[config.mk]
export PLATFORM = sky130hd
export DESIGN_NAME = pixel_collector
export DESIGN_NICKNAME = d
export VERILOG_FILES = /design/src/rtl/ray_pkg.sv /design/src/rtl/pixel_slot.sv /design/src/rtl/pixel_collector.sv
export SDC_FILE = /design/constraint.sdc
export NUM_CORES = 1
export LEC_CHECK = 0
export BUFFER_PORTS_ARGS = -buffer_cell sky130_fd_sc_hd__buf_2
export CAP_MARGIN = 20
export CELL_PAD_IN_SITES_DETAIL_PLACEMENT = 1
export CELL_PAD_IN_SITES_GLOBAL_PLACEMENT = 2
export CORE_MARGIN = 3
export CORE_UTILIZATION = 33
export DETAILED_ROUTE_END_ITERATION = 6
export PLACE_DENSITY = 0.82
export SLEW_MARGIN = 20
export SYNTH_ARGS = -nofsm -noshare
export SYNTH_HDL_FRONTEND = slang
export SYNTH_HIERARCHICAL = 1
export SYNTH_SLANG_ARGS = --single-unit
export TNS_END_PERCENT = 100
[constraint.sdc]
create_clock -name clk -period 6.7 [get_ports clk]
set_input_delay 1.34 -clock clk [delete_from_list [all_inputs] [get_ports clk]]
set_output_delay 1.34 -clock clk [all_outputs]
set_load 0.02 [all_outputs]
[src/rtl/ray_pkg.sv]
// Shared types and constants for the ray pipeline receive path.
package ray_pkg;

    localparam int unsigned MAX_CORES = 4;
    localparam int unsigned COLOR_W   = 24;
    localparam int unsigned IDX_W     = 32;

    typedef enum logic [1:0] {
        IDLE = 2'd0,
        RUN  = 2'd1,
        DONE = 2'd2
    } collector_state_t;

    typedef struct packed {
        logic [IDX_W-1:0]   index;
        logic [COLOR_W-1:0] colour;
    } pixel_t;

endpackage

[src/rtl/pixel_slot.sv]
// One-entry holding register for a single core's shaded pixel result.
module pixel_slot
    import ray_pkg::*;
(
    input  logic   clk,
    input  logic   reset_n,
    input  logic   flush,
    input  logic   load,
    input  pixel_t load_pixel,
    input  logic   clear,
    output pixel_t pixel,
    output logic   full,
    output logic   ready
);

    pixel_t pixel_q, pixel_d;
    logic   full_q, full_d;
    logic   ready_q, ready_d;

    // Load and clear are mutually exclusive: load needs an empty slot, clear a full one.
    always_comb begin
        pixel_d = pixel_q;
        full_d  = full_q;
        if (flush) begin
            full_d = 1'b0;
        end else if (load) begin
            pixel_d = load_pixel;
            full_d  = 1'b1;
        end else if (clear) begin
            full_d = 1'b0;
        end
        ready_d = ~full_d;
    end

    always_ff @(posedge clk) begin
        if (reset_n) begin
            pixel_q <= '0;
            full_q  <= 1'b0;
            ready_q <= 1'b1;
        end else begin
            pixel_q <= pixel_d;
            full_q  <= full_d;
            ready_q <= ready_d;
        end
    end

    assign pixel = pixel_q;
    assign full  = full_q;
    assign ready = ready_q;

endmodule

[src/rtl/pixel_collector.sv]
// Collects interleaved pixel results from up to four ray cores and re-emits
// them as a single raster-ordered stream with start-of-frame / end-of-line marks.
module pixel_collector
    import ray_pkg::*;
#(
    parameter int unsigned MAX_CORES = ray_pkg::MAX_CORES,
    parameter int unsigned COLOR_W   = ray_pkg::COLOR_W,
    parameter int unsigned IDX_W     = ray_pkg::IDX_W
) (
    input  logic                       clk,
    input  logic                       reset_n,
    input  logic                       en,
    input  logic [1:0]                 op_code,
    input  logic [12:0]                image_width,
    input  logic [12:0]                image_height,
    input  logic [MAX_CORES-1:0]       in_valid,
    input  logic [MAX_CORES*IDX_W-1:0] in_index,
    input  logic [MAX_CORES*COLOR_W-1:0] in_color,
    output logic [MAX_CORES-1:0]       in_ready,
    output logic                       out_valid,
    input  logic                       out_ready,
    output logic [COLOR_W-1:0]         out_data,
    output logic                       out_sof,
    output logic                       out_last,
    output logic                       frame_done,
    output logic                       busy,
    output logic                       err
);

    localparam int unsigned RR_W  = 2;
    localparam int unsigned DIM_W = 13;
    localparam int unsigned TOT_W = 26;

    collector_state_t   state_q, state_d;
    logic [RR_W-1:0]    n_m1_q, n_m1_d;
    logic [RR_W-1:0]    rr_q, rr_d;
    logic [DIM_W-1:0]   w_q, w_d;
    logic [DIM_W-1:0]   col_q, col_d;
    logic [TOT_W-1:0]   total_q, total_d;
    logic [TOT_W-1:0]   e_q, e_d;
    logic               err_q, err_d;
    logic               out_valid_q, out_valid_d;
    logic [COLOR_W-1:0] out_data_q, out_data_d;
    logic               out_sof_q, out_sof_d;
    logic               out_last_q, out_last_d;
    logic               out_final_q, out_final_d;
    logic               frame_done_q, frame_done_d;
    logic               busy_q, busy_d;

    pixel_t             slot_pix [MAX_CORES];
    logic [MAX_CORES-1:0] slot_full;
    logic [MAX_CORES-1:0] slot_ready;
    logic [MAX_CORES-1:0] slot_load;
    logic [MAX_CORES-1:0] slot_pop;
    logic [MAX_CORES-1:0] core_act;
    logic               slot_flush;
    logic               drain;
    logic               load_out;
    logic [TOT_W-1:0]   start_total;

    // Per-core slots; ready decodes from registered state only.
    for (genvar i = 0; i < MAX_CORES; i++) begin : g_core
        pixel_t in_pix;

        assign in_pix.index  = in_index[i*IDX_W +: IDX_W];
        assign in_pix.colour = in_color[i*COLOR_W +: COLOR_W];
        assign core_act[i]   = (RR_W'(i) <= n_m1_q);
        assign in_ready[i]   = (state_q == RUN) && slot_ready[i] && core_act[i];
        assign slot_load[i]  = in_valid[i] && in_ready[i];

        pixel_slot u_slot (
            .clk        (clk),
            .reset_n    (reset_n),
            .flush      (slot_flush),
            .load       (slot_load[i]),
            .load_pixel (in_pix),
            .clear      (slot_pop[i]),
            .pixel      (slot_pix[i]),
            .full       (slot_full[i]),
            .ready      (slot_ready[i])
        );
    end

    assign drain = out_valid_q && out_ready;

    always_comb begin
        state_d      = state_q;
        n_m1_d       = n_m1_q;
        rr_d         = rr_q;
        w_d          = w_q;
        col_d        = col_q;
        total_d      = total_q;
        e_d          = e_q;
        err_d        = err_q;
        out_valid_d  = out_valid_q;
        out_data_d   = out_data_q;
        out_sof_d    = out_sof_q;
        out_last_d   = out_last_q;
        out_final_d  = out_final_q;
        frame_done_d = 1'b0;
        slot_flush   = 1'b0;
        slot_pop     = '0;
        load_out     = 1'b0;
        start_total  = TOT_W'(image_width) * TOT_W'(image_height);

        case (state_q)
            IDLE: begin
                if (en) begin
                    n_m1_d     = op_code;
                    w_d        = image_width;
                    total_d    = start_total;
                    e_d        = '0;
                    col_d      = '0;
                    rr_d       = '0;
                    err_d      = 1'b0;
                    slot_flush = 1'b1;
                    if (start_total == '0) begin
                        state_d      = DONE;
                        frame_done_d = 1'b1;
                    end else begin
                        state_d = RUN;
                    end
                end
            end

            RUN: begin
                if (drain) begin
                    out_valid_d = 1'b0;
                    if (out_final_q) begin
                        state_d      = DONE;
                        frame_done_d = 1'b1;
                    end
                end
                // Never fetch past the final pixel of the frame.
                load_out = slot_full[rr_q] && (!out_valid_q || drain)
                           && !(out_valid_q && out_final_q);
                if (load_out) begin
                    out_valid_d    = 1'b1;
                    out_data_d     = slot_pix[rr_q].colour;
                    out_sof_d      = (e_q == '0);
                    out_last_d     = (col_q == w_q - DIM_W'(1));
                    out_final_d    = (e_q == total_q - TOT_W'(1));
                    slot_pop[rr_q] = 1'b1;
                    if (slot_pix[rr_q].index != IDX_W'(e_q)) begin
                        err_d = 1'b1;
                    end
                    rr_d  = (rr_q == n_m1_q) ? '0 : rr_q + RR_W'(1);
                    e_d   = e_q + TOT_W'(1);
                    col_d = (col_q == w_q - DIM_W'(1)) ? '0 : col_q + DIM_W'(1);
                end
            end

            DONE: begin
                state_d     = IDLE;
                out_valid_d = 1'b0;
            end

            default: begin
                state_d = IDLE;
            end
        endcase

        busy_d = (state_d != IDLE);
    end

    always_ff @(posedge clk) begin
        if (reset_n) begin
            state_q      <= IDLE;
            n_m1_q       <= '0;
            rr_q         <= '0;
            w_q          <= '0;
            col_q        <= '0;
            total_q      <= '0;
            e_q          <= '0;
            err_q        <= 1'b0;
            out_valid_q  <= 1'b0;
            out_data_q   <= '0;
            out_sof_q    <= 1'b0;
            out_last_q   <= 1'b0;
            out_final_q  <= 1'b0;
            frame_done_q <= 1'b0;
            busy_q       <= 1'b0;
        end else begin
            state_q      <= state_d;
            n_m1_q       <= n_m1_d;
            rr_q         <= rr_d;
            w_q          <= w_d;
            col_q        <= col_d;
            total_q      <= total_d;
            e_q          <= e_d;
            err_q        <= err_d;
            out_valid_q  <= out_valid_d;
            out_data_q   <= out_data_d;
            out_sof_q    <= out_sof_d;
            out_last_q   <= out_last_d;
            out_final_q  <= out_final_d;
            frame_done_q <= frame_done_d;
            busy_q       <= busy_d;
        end
    end

    assign out_valid  = out_valid_q;
    assign out_data   = out_data_q;
    assign out_sof    = out_sof_q;
    assign out_last   = out_last_q;
    assign frame_done = frame_done_q;
    assign busy       = busy_q;
    assign err        = err_q;

endmodule

==> reports/qor.yml, run 1 <==
finish:
  nets: 3264
  postLayoutCellArea_sq_um: 27300
  drive_gt1_share_pct: 17.4
  area_growth_pct: 14.4
synth:
  ys_ff_latch: 347
  synth.most_common_cell: "dfxtp_1"
  synth_common_cells: "347 x dfxtp_1, 279 x nand2_1, 229 x o21ai_1"
  synthMuxAreaShare_pct: 4.94
  syn_area_per_cell_sq_um: 9.06
  synth_edf_count: 0
  synth_nets: 3103
  yosysTopAreaCell: "dfxtp_1"
  syn_area_sq_um: 23900
  synthAdderAreaFrac_pct: 14.5
  synth_top_family_by_area: "simple AND/OR/NAND/NOR gates"
  yosysWarnings: 6
  synth_flop_cell: "dfxtp_1"
  yosys.area_share.simple_pct: 29.6
  synthCells: 2639
  synth_xor_area_share_pct: 4.51
  synth_top_cell_area_share_pct: 29.1
  synthArstFlopShare_pct: 0
  yosysSeqAreaShare_pct: 29.1
  synth_compound_area_share_pct: 11.0
  ys_types: 72
  ys_top_cells_by_area: "dfxtp_1 29%, nand4bb_1 11%, fa_1 10%"
die:
  die-height_um: 275
  rows: 98
  dieArea_sq_um: 75700
  core_area_sq_um: 71600
  die_w_um: 275
  ioPinCount: 294
  start_util_pct: 33.4
pwr:
  switching_share_pct: 40.8
  pwr-share-comb_pct: 50.3
  p_int_mw: 5.39
  power.density_nw_per_um2: 333
  vdd_drop_max_mv: 0.291
  power_leakage_nw: 10.4
  switchingPower_mw: 3.72
  pwr-share-clk_pct: 25.0
  sequentialPowerShare_pct: 24.6
timing:
  rsz0062_at_grt: "false"
  finalCriticalPeriod_ps: 6330
  max_freq_ghz: 0.158
  fin_crit_sh_pct: 94.4
  worst_slew_margin_rel_pct: 28.3
  setup_viol: 0
  final_hold_viol_count: 0
  slew_viol_final: 0
  layout_setup_ws_ps: 374
  skew_ps: 26.9
  tightestPinTransition_ps: 1080
drt:
  via_count: 20300
  drt_iter0_markers: 1314
  drc: 0
  dr.pass1.iters: 5
  ant_nets: 0
  routed_wl_um: 82700
  wl_per_cell_um: 21.8
  detail_route.vias_per_cell: 5.35
worst_setup_path:
  cp-startpoint: "image_height[7]"
  arrival_ps: 6760
  crit_top_cell: "fa_1"
  path_class: "in2reg"
  worst_ep_required_time_ps: 7130
  worstReg2RegStart: "state_q[0]"
  critPathSlowestCell: "fa_1"
  critPathLaunchType: "primary input"
  end_kind: "flop"
  cp_top_family: "adder cells"
  path_cells: "buf_2, nand2_1, fa_1, fa_1, fa_1, fa_1, fa_1, inv_1, ha_1, o21ai_0, o21ai_0, o21ai_0, o31ai_1, a211oi_1, a2111oi_2, and3_1, a31oi_1"
  max_stage_delay_ps: 580
  path_buf_inv: 2
  crit_fanout: 13
global_route:
  grt_pass1_wl_um: 127000
  antenna_found_initial: 25
  grt_max_degree: 143
  grt_usage_pct: 21.3
  first_global_vias: 21700
  overflow: 0
clock_network:
  cts_tree: "yes"
  cts_buffers: 38
  cts_root_buffer: "clkbuf_16"
  cts_sinks: 347
  clock_path_buffers: 3
  cts_setup_buffers: 0
  hold_buffers: 0
  clk_pin_slew_worst_paths_ps: 60
  cts.repair.resized: 0
  clock_latency_ps: 580
  ctsHtreeMaxLevel: 2
placed_design:
  dpl_worst_slack_ps: -146
  place.gp.congestion: 0.859
  dp_hpwl_um: 60200
  portBuffers: 293
  postPlaceCellArea_sq_um: 26000
job:
  cap_violations: 0
status:
  status: "complete, no violations"
hold_path:
  hold_class: "reg2reg"
  worstHoldStart: "out_data[15]"
[metrics by stage]
stage | setup TNS (ps) | util [%] | power (mW) | instances | hold WS [ps]
floorplan | 0 | - | 5.38 | 2639 | 437
global placement | -131 | 36.3 | 6.77 | 3710 | 441
detailed placement | -314 | 36.3 | 6.85 | 3710 | 446
CTS | 0 | 38.1 | 9.17 | 3779 | 462
global route | 0 | 38.2 | 9.76 | 3786 | 480
finish | 0 | 38.2 | 9.11 | 3794 | 457
[layer usage]
metal	track usage, %	wire, um	vias to the layer above
li1	-	-	9486
met1	27.6	36600	10200
met2	36.3	39900	459
met3	3.85	3970	125
met4	5.74	2050	14
met5	0	92	-
[layout make-up]
cell class	count	area, sq um
inverter	126	478
clock buffer	54	1100
sequential	347	6950
tap	950	1190
multi-input combinational	1939	15500
clock inverter	15	231
fill	8390	44300
antenna	15	37.5
timing repair buffer	348	1890
[path summary, 6_finish.rpt]
kind / end / slack [ps] / cells after the start
hold / removal: out_data[15] / 460 / 2
setup reg to reg: g_core[3].u_slot/pixel[2] / 3190 / 7
setup / recovery: state_q[0] / 370 / 17
hold reg to reg: out_data[15] / 460 / 2
[state kept, by name, indices dropped and copies added (netlist names)]
| signal | cells |
|---|---|
| busy | 1 |
| col_q | 13 |
| e_q | 26 |
| err | 1 |
| frame_done | 1 |
| g_core.u_slot/full | 4 |
| g_core.u_slot/pixel | 224 |
| g_core.u_slot/ready | 4 |
| n_m1_q | 2 |
| out_data | 24 |
| out_final_q | 1 |
| out_last | 1 |
| out_sof | 1 |
| out_valid | 1 |
| rr_q | 2 |
| state_q | 2 |
| total_q | 26 |
| w_q | 13 |
[layout by cell type, fill, tap and decap left out, drive strengths merged, types with 70 or more instances in the layout]
master	n
buf	348
ha	83
nand4bb	225
dfxtp	347
nand2b	227
a21oi	107
nand2	280
and2	70
o21ai	256
nor2	97
inv	127
fa	121
[cell families (layout without fill, tap and decap cells)]
logic type	count (synthesis)	after routing
AND/OR/NAND/NOR	1093	1093
AO/OA/AOI/OAI	464	464
buffers and inverters	353	543
flip-flops	347	347
adder cells (fa/ha/maj)	204	204
XOR/XNOR	123	123
multiplexers	55	55
other	0	15
[power groups by stage]
| stage | combinational, mW | clock [mW] | sequential, mW |
|---|---|---|---|
| floorplan | 3.15 | 0 | 2.23 |
| global placement | 4.49 | 0 | 2.28 |
| detailed placement | 4.57 | 0 | 2.28 |
| CTS | 4.61 | 2.32 | 2.24 |
| global route | 5.10 | 2.40 | 2.25 |
| finish | 4.59 | 2.28 | 2.24 |
[worst reg2reg max path, stage by stage (launching register included)]
cell and delay, ps:
dfxtp_1 440, ha_1 290, and4_1 360, and2_2 180, buf_4 650, nor2b_4 720
buf_4 560, o21ai_1 190
Note: power is estimated with default switching activity, not from simulation.
==> run 2, diff against run 1 <==
--- a/config.mk
+++ b/config.mk
@@ -5,12 +5,13 @@
 export SDC_FILE = /design/constraint.sdc
 export NUM_CORES = 1
 export LEC_CHECK = 0
+export ABC_AREA = 1
 export BUFFER_PORTS_ARGS = -buffer_cell sky130_fd_sc_hd__buf_2
 export CAP_MARGIN = 20
 export CELL_PAD_IN_SITES_DETAIL_PLACEMENT = 1
 export CELL_PAD_IN_SITES_GLOBAL_PLACEMENT = 2
 export CORE_MARGIN = 3
-export CORE_UTILIZATION = 33
+export CORE_UTILIZATION = 29
 export DETAILED_ROUTE_END_ITERATION = 6
 export PLACE_DENSITY = 0.82
 export SLEW_MARGIN = 20
==> run 2 against run 1 <==
- power up 0.89%
- via count up 15%
- clock skew down 8.0 ps
- utilization down 4.1 points
- area after synthesis up 0.21%
- sequential share of layout area down 0.31 points
- synthesized cell count up 39%
- die area up 14%
- clock power up 11%
- sequential power up 3%
- critical path type unchanged
- highest routed layer unchanged
==> reports/qor.yml, run 2 <==
status:
  status: "complete, no violations"
die:
  die_w_um: 293
  ioPinCount: 294
  rows: 104
  dieArea_sq_um: 86100
  die-height_um: 293
  core_area_sq_um: 81200
  start_util_pct: 29.5
finish:
  area_growth_pct: 15.6
  layout_commonest_cell: "nand2_1"
  nets: 4321
  stdcell_count: 4955
  drive_gt1_share_pct: 11.5
  postLayoutCellArea_sq_um: 27700
  largest_reg_flops: 224
  postLayoutCoreUtil_pct: 34.1
  layout_common_cells: "815 x nand2_1, 703 x nor2_1, 571 x inv_1"
synth:
  yosysWarnings: 6
  synth_xor_area_share_pct: 3.62
  synth_flop_cell: "dfxtp_1"
  yosysSeqAreaShare_pct: 29.0
  ys_top_cells_by_area: "dfxtp_1 29%, nand2_1 13%, nor2_1 11%"
  synth_top_family_by_area: "simple AND/OR/NAND/NOR gates"
  yosys.area_share.simple_pct: 34.0
  synth.most_common_cell: "nand2_1"
  synth_top_cell_area_share_pct: 29.0
  synth_edf_count: 0
  synthAdderAreaFrac_pct: 14.5
  synth_nets: 4140
  synthMuxAreaShare_pct: 0
  syn_area_sq_um: 23900
  syn_area_per_cell_sq_um: 6.51
  synthCells: 3676
  yosysTopAreaCell: "dfxtp_1"
  ys_ff_latch: 347
  synth_common_cells: "815 x nand2_1, 705 x nor2_1, 578 x inv_1"
  synthArstFlopShare_pct: 0
  ys_types: 42
  synth_compound_area_share_pct: 5.97
worst_setup_path:
  crit_top_cell: "nand2_1"
  arrival_ps: 6360
  critPathLaunchType: "primary input"
  critPathSlowestCell: "fa_1"
  endpoint: "busy"
  cp_top_family: "adder cells"
  max_stage_delay_ps: 580
  path_class: "in2reg"
  worst_ep_required_time_ps: 7190
  r2r-end: "g_core[3].u_slot/ready"
  worstRegToRegCells: 12
  path_buf_inv: 3
  regToRegSetupSlack_ps: 2810
  cp-startpoint: "image_width[9]"
  path_cells: "buf_2, nand2_1, fa_1, fa_1, fa_1, fa_1, fa_1, inv_1, ha_1, nand2_1, nor2_1, inv_1, nor2_1, nand3_1, nand4_1, nand2_1, nor2_1, nand2_1, nor2_1, nand3_1, nand3_1, nand2_1, nand2_1"
  crit_fanout: 14
  path_depth: 23
  worstReg2RegStart: "rr_q[0]"
  end_kind: "flop"
drt:
  dr.pass1.iters: 5
  via_count: 23300
  drc: 0
  drt_iter0_markers: 1049
  wl_per_cell_um: 18.0
  ant_nets: 0
  routed_wl_um: 89400
  detail_route.vias_per_cell: 4.71
global_route:
  grt_usage_pct: 20.5
  antenna_found_initial: 6
  grt_max_degree: 80
  first_global_vias: 24500
  overflow: 0
  grt_pass1_wl_um: 139000
placed_design:
  dpl_worst_slack_ps: 300
  postPlaceCellArea_sq_um: 26200
  portBuffers: 293
  dp_hpwl_um: 65200
  place_inst: 4872
  place.gp.congestion: 0.856
timing:
  fin_crit_sh_pct: 87.6
  rsz0062_at_grt: "false"
  skew_ps: 18.8
  tightestPinTransition_ps: 1020
  final_hold_viol_count: 0
  max_freq_ghz: 0.170
  fin_setup_tns_ps: 0
  layout_setup_ws_ps: 833
  finalCriticalPeriod_ps: 5870
  slew_viol_final: 0
  setup_viol: 0
  worst_slew_margin_rel_pct: 32.1
  holdWs_ps: 470
pwr:
  pwr-share-clk_pct: 27.4
  switching_share_pct: 43.4
  sequentialPowerShare_pct: 25.1
  power.density_nw_per_um2: 332
  power_mw: 9.19
  switchingPower_mw: 3.99
  pwr-share-comb_pct: 47.5
  p_int_mw: 5.21
  vdd_drop_max_mv: 0.212
  power_leakage_nw: 13.7
clock_network:
  cts.repair.resized: 0
  clk_pin_slew_worst_paths_ps: 60
  cts_sinks: 347
  hold_buffers: 0
  cts_root_buffer: "clkbuf_16"
  ctsHtreeMaxLevel: 2
  clock_latency_ps: 570
  cts_buffers: 43
  clock_path_buffers: 3
  cts_setup_buffers: 0
  cts_tree: "yes"
hold_path:
  worstHoldStart: "out_final_q"
  hold_class: "reg2reg"
job:
  cap_violations: 0
-- run 2: changes by cell type after synthesis, moves of 67 or more --
cell	before	now
nor2_1	97	705
inv_1	126	578
nand2_1	279	815
nand2b_1	227	0
and2_1	70	3
o21ai_0	27	131
nand4bb_1	224	0
nand3_1	35	352
o21ai_1	229	3
-- run 2: tightest hold or removal path: stages, from the launching register on --
cell	delay, ps
dfxtp_1	310
nand2_1	60
a21oi_1	50
-- run 2: routing by layer --
layer	share of wire [%]	up-vias	GRT usage (%)
met5	0.053	-	0
met4	1.6	6	4.08
met3	3.8	89	2.80
met2	49	405	36.6
met1	45	11300	26.5
li1	-	11600	-
-- run 2: area by class of cell --
cell class	instances	area (sq um)
fillers	10600	53500
diodes	3	7.51
repair buffers	329	1740
clock inverters	14	241
flip-flops and latches	347	6950
multi-input cells	2547	13900
clock buffers	66	1270
inverters	589	2210
well taps	1060	1330
-- run 2: cells by family (layout without fill, tap and decap cells) --
logic type,after synthesis,after routing
compound gates,267,267
xor+xnor,99,99
fa+ha+maj,204,204
buf+inv,782,998
flops,347,347
other cells,0,3
simple gates,1977,1977
-- run 2: worst min path at each step --
stage,depth (start not counted),to
finish,2,out_final_q
global route,2,g_core[0].u_slot/pixel[19]
CTS,2,out_final_q
detailed placement,2,out_final_q
global placement,2,out_sof
floorplan,2,out_final_q
-- run 2: power groups by stage --
stage / clock, mW / sequential [mW] / combinational (mW)
3_3_place_gp: 0 / 2.35 / 4.34
4_1_cts: 2.59 / 2.30 / 4.43
3_5_place_dp: 0 / 2.35 / 4.40
6_report: 2.52 / 2.30 / 4.37
5_1_grt: 2.67 / 2.32 / 5.06
2_1_floorplan: 0 / 2.30 / 3.13
==> run 3, diff against run 2 <==
--- a/config.mk
+++ b/config.mk
@@ -10,7 +10,7 @@
 export CAP_MARGIN = 20
 export CELL_PAD_IN_SITES_DETAIL_PLACEMENT = 1
 export CELL_PAD_IN_SITES_GLOBAL_PLACEMENT = 2
-export CORE_MARGIN = 3
+export CORE_MARGIN = 5
 export CORE_UTILIZATION = 29
 export DETAILED_ROUTE_END_ITERATION = 6
 export PLACE_DENSITY = 0.82
==> run 3 against run 2 <==
- clock power decreased by 7.9%
- critical path depth increased by 3
- clock skew increased by 14 ps
- power decreased by 2.0%
- maximum frequency decreased by 0.27%
- cell area decreased by 0.56%
- first-iteration DRC count increased by 23%
- via count increased by 0.33%
- sequential share of layout area increased by 0.14 points
- flip-flop and latch count unchanged
==> reports/qor.yml, run 3 (same netlist as run 2, synthesis figures left out) <==
clock_network:
  clock_latency_ps: 580
  cts_root_buffer: "clkbuf_16"
  hold_buffers: 0
  cts_sinks: 347
  cts_buffers: 42
  cts_setup_buffers: 0
  clock_path_buffers: 3
  cts_tree: "yes"
  cts.repair.resized: 0
  clk_pin_slew_worst_paths_ps: 60
  ctsHtreeMaxLevel: 2
pwr:
  pwr-share-comb_pct: 48.7
  power.density_nw_per_um2: 327
  vdd_drop_max_mv: 0.239
  power_leakage_nw: 13.6
  switchingPower_mw: 3.97
  p_int_mw: 5.03
  sequentialPowerShare_pct: 25.6
  switching_share_pct: 44.1
  pwr-share-clk_pct: 25.7
die:
  die_w_um: 297
  rows: 105
  dieArea_sq_um: 88400
  start_util_pct: 29.2
  die-height_um: 297
  ioPinCount: 294
  core_area_sq_um: 82000
timing:
  layout_setup_ws_ps: 817
  slew_viol_final: 0
  worst_slew_margin_rel_pct: 28.1
  fin_setup_tns_ps: 0
  final_hold_viol_count: 0
  setup_viol: 0
  max_freq_ghz: 0.170
  rsz0062_at_grt: "false"
  fin_crit_sh_pct: 87.8
  skew_ps: 32.4
  tightestPinTransition_ps: 1080
  finalCriticalPeriod_ps: 5880
worst_setup_path:
  crit_fanout: 9
  worstReg2RegStart: "rr_q[0]"
  cp-startpoint: "image_width[5]"
  end_kind: "flop"
  critPathLaunchType: "primary input"
  path_class: "in2reg"
  arrival_ps: 6320
  worst_ep_required_time_ps: 7140
global_route:
  antenna_found_initial: 2
  grt_pass1_wl_um: 141000
  overflow: 0
  grt_usage_pct: 20.0
  first_global_vias: 24600
  grt_max_degree: 62
drt:
  wl_per_cell_um: 18.3
  detail_route.vias_per_cell: 4.72
  routed_wl_um: 90600
  via_count: 23400
  drc: 0
  ant_nets: 0
  drt_iter0_markers: 1287
  dr.pass1.iters: 5
finish:
  postLayoutCellArea_sq_um: 27500
  layout_commonest_cell: "nand2_1"
  nets: 4319
  largest_reg_flops: 224
  area_growth_pct: 15.0
  drive_gt1_share_pct: 11.3
  fill_cells: 10600
  postLayoutCoreUtil_pct: 33.6
  stdcell_count: 4955
  layout_common_cells: "815 x nand2_1, 703 x nor2_1, 571 x inv_1"
hold_path:
  hold_class: "reg2reg"
  worstHoldStart: "out_sof"
placed_design:
  portBuffers: 293
  place_inst: 4881
  postPlaceCellArea_sq_um: 26200
  place.gp.congestion: 0.839
  dp_hpwl_um: 66500
  dpl_worst_slack_ps: 294
status:
  status: "complete, no violations"
job:
  cap_violations: 0
run 3: power groups by stage:
stage	clock, mW	sequential, mW	combinational, mW
global route	2.46	2.32	5.06
detailed placement	0	2.35	4.43
CTS	2.37	2.30	4.46
global placement	0	2.35	4.36
finish	2.32	2.30	4.39
floorplan	0	2.30	3.13
run 3: through the flow:
step | hold slack [ps] | power [mW]
finish | 463 | 9.00
global route | 489 | 9.84
CTS | 465 | 9.14
detailed placement | 456 | 6.78
global placement | 455 | 6.71
floorplan | 444 | 5.43
run 3: per-layer routing:
| metal | part of all wire, % | vias to the layer above | track usage (%) | wire length [um] |
|---|---|---|---|---|
| li1 | - | 11500 | - | - |
| met1 | 46 | 11300 | 26.5 | 41600 |
| met2 | 48 | 450 | 35.0 | 43700 |
| met3 | 3.6 | 115 | 2.41 | 3250 |
| met4 | 2.2 | 2 | 4.86 | 2010 |
| met5 | 0.011 | - | 0 | 10 |
run 3: path summary, 6_finish.rpt:
| check | endpoint | slack (ps) | cells past startpoint |
|---|---|---|---|
| min reg2reg | out_sof | 460 | 2 |
| max reg2reg | e_q[25] | 2800 | 13 |
| min | out_sof | 460 | 2 |
| max | busy | 820 | 26 |
run 3: area by class of cell:
cell class              count  area [sq um]  share of cell area, %
diodes                      1          2.50                0.00909
well taps                1070          1340                   4.86
inverters                 589          2210                   8.04
clock inverters             9           146                  0.532
flip-flops and latches    347          6950                   25.3
multi-input cells        2547         13900                   50.6
clock buffers              64          1210                   4.41
repair buffers            328          1730                   6.28
run 3: worst max-delay path: stages:
cell and delay (ps):
buf_2 180, buf_4 200, nand2_1 90, fa_1 520, fa_1 570, fa_1 430
fa_1 480, fa_1 510, inv_1 40, ha_1 340, nand2_1 160, inv_1 50
a21oi_1 380, nor2_1 100, nor2_1 140, nand2_1 70, nand2_1 60, nand2_1 60
nor2_1 80, nand2_1 50, nor2_1 150, nand2_1 80, nand2_1 50, nand2_1 50
nand2_1 70, nand2_1 70
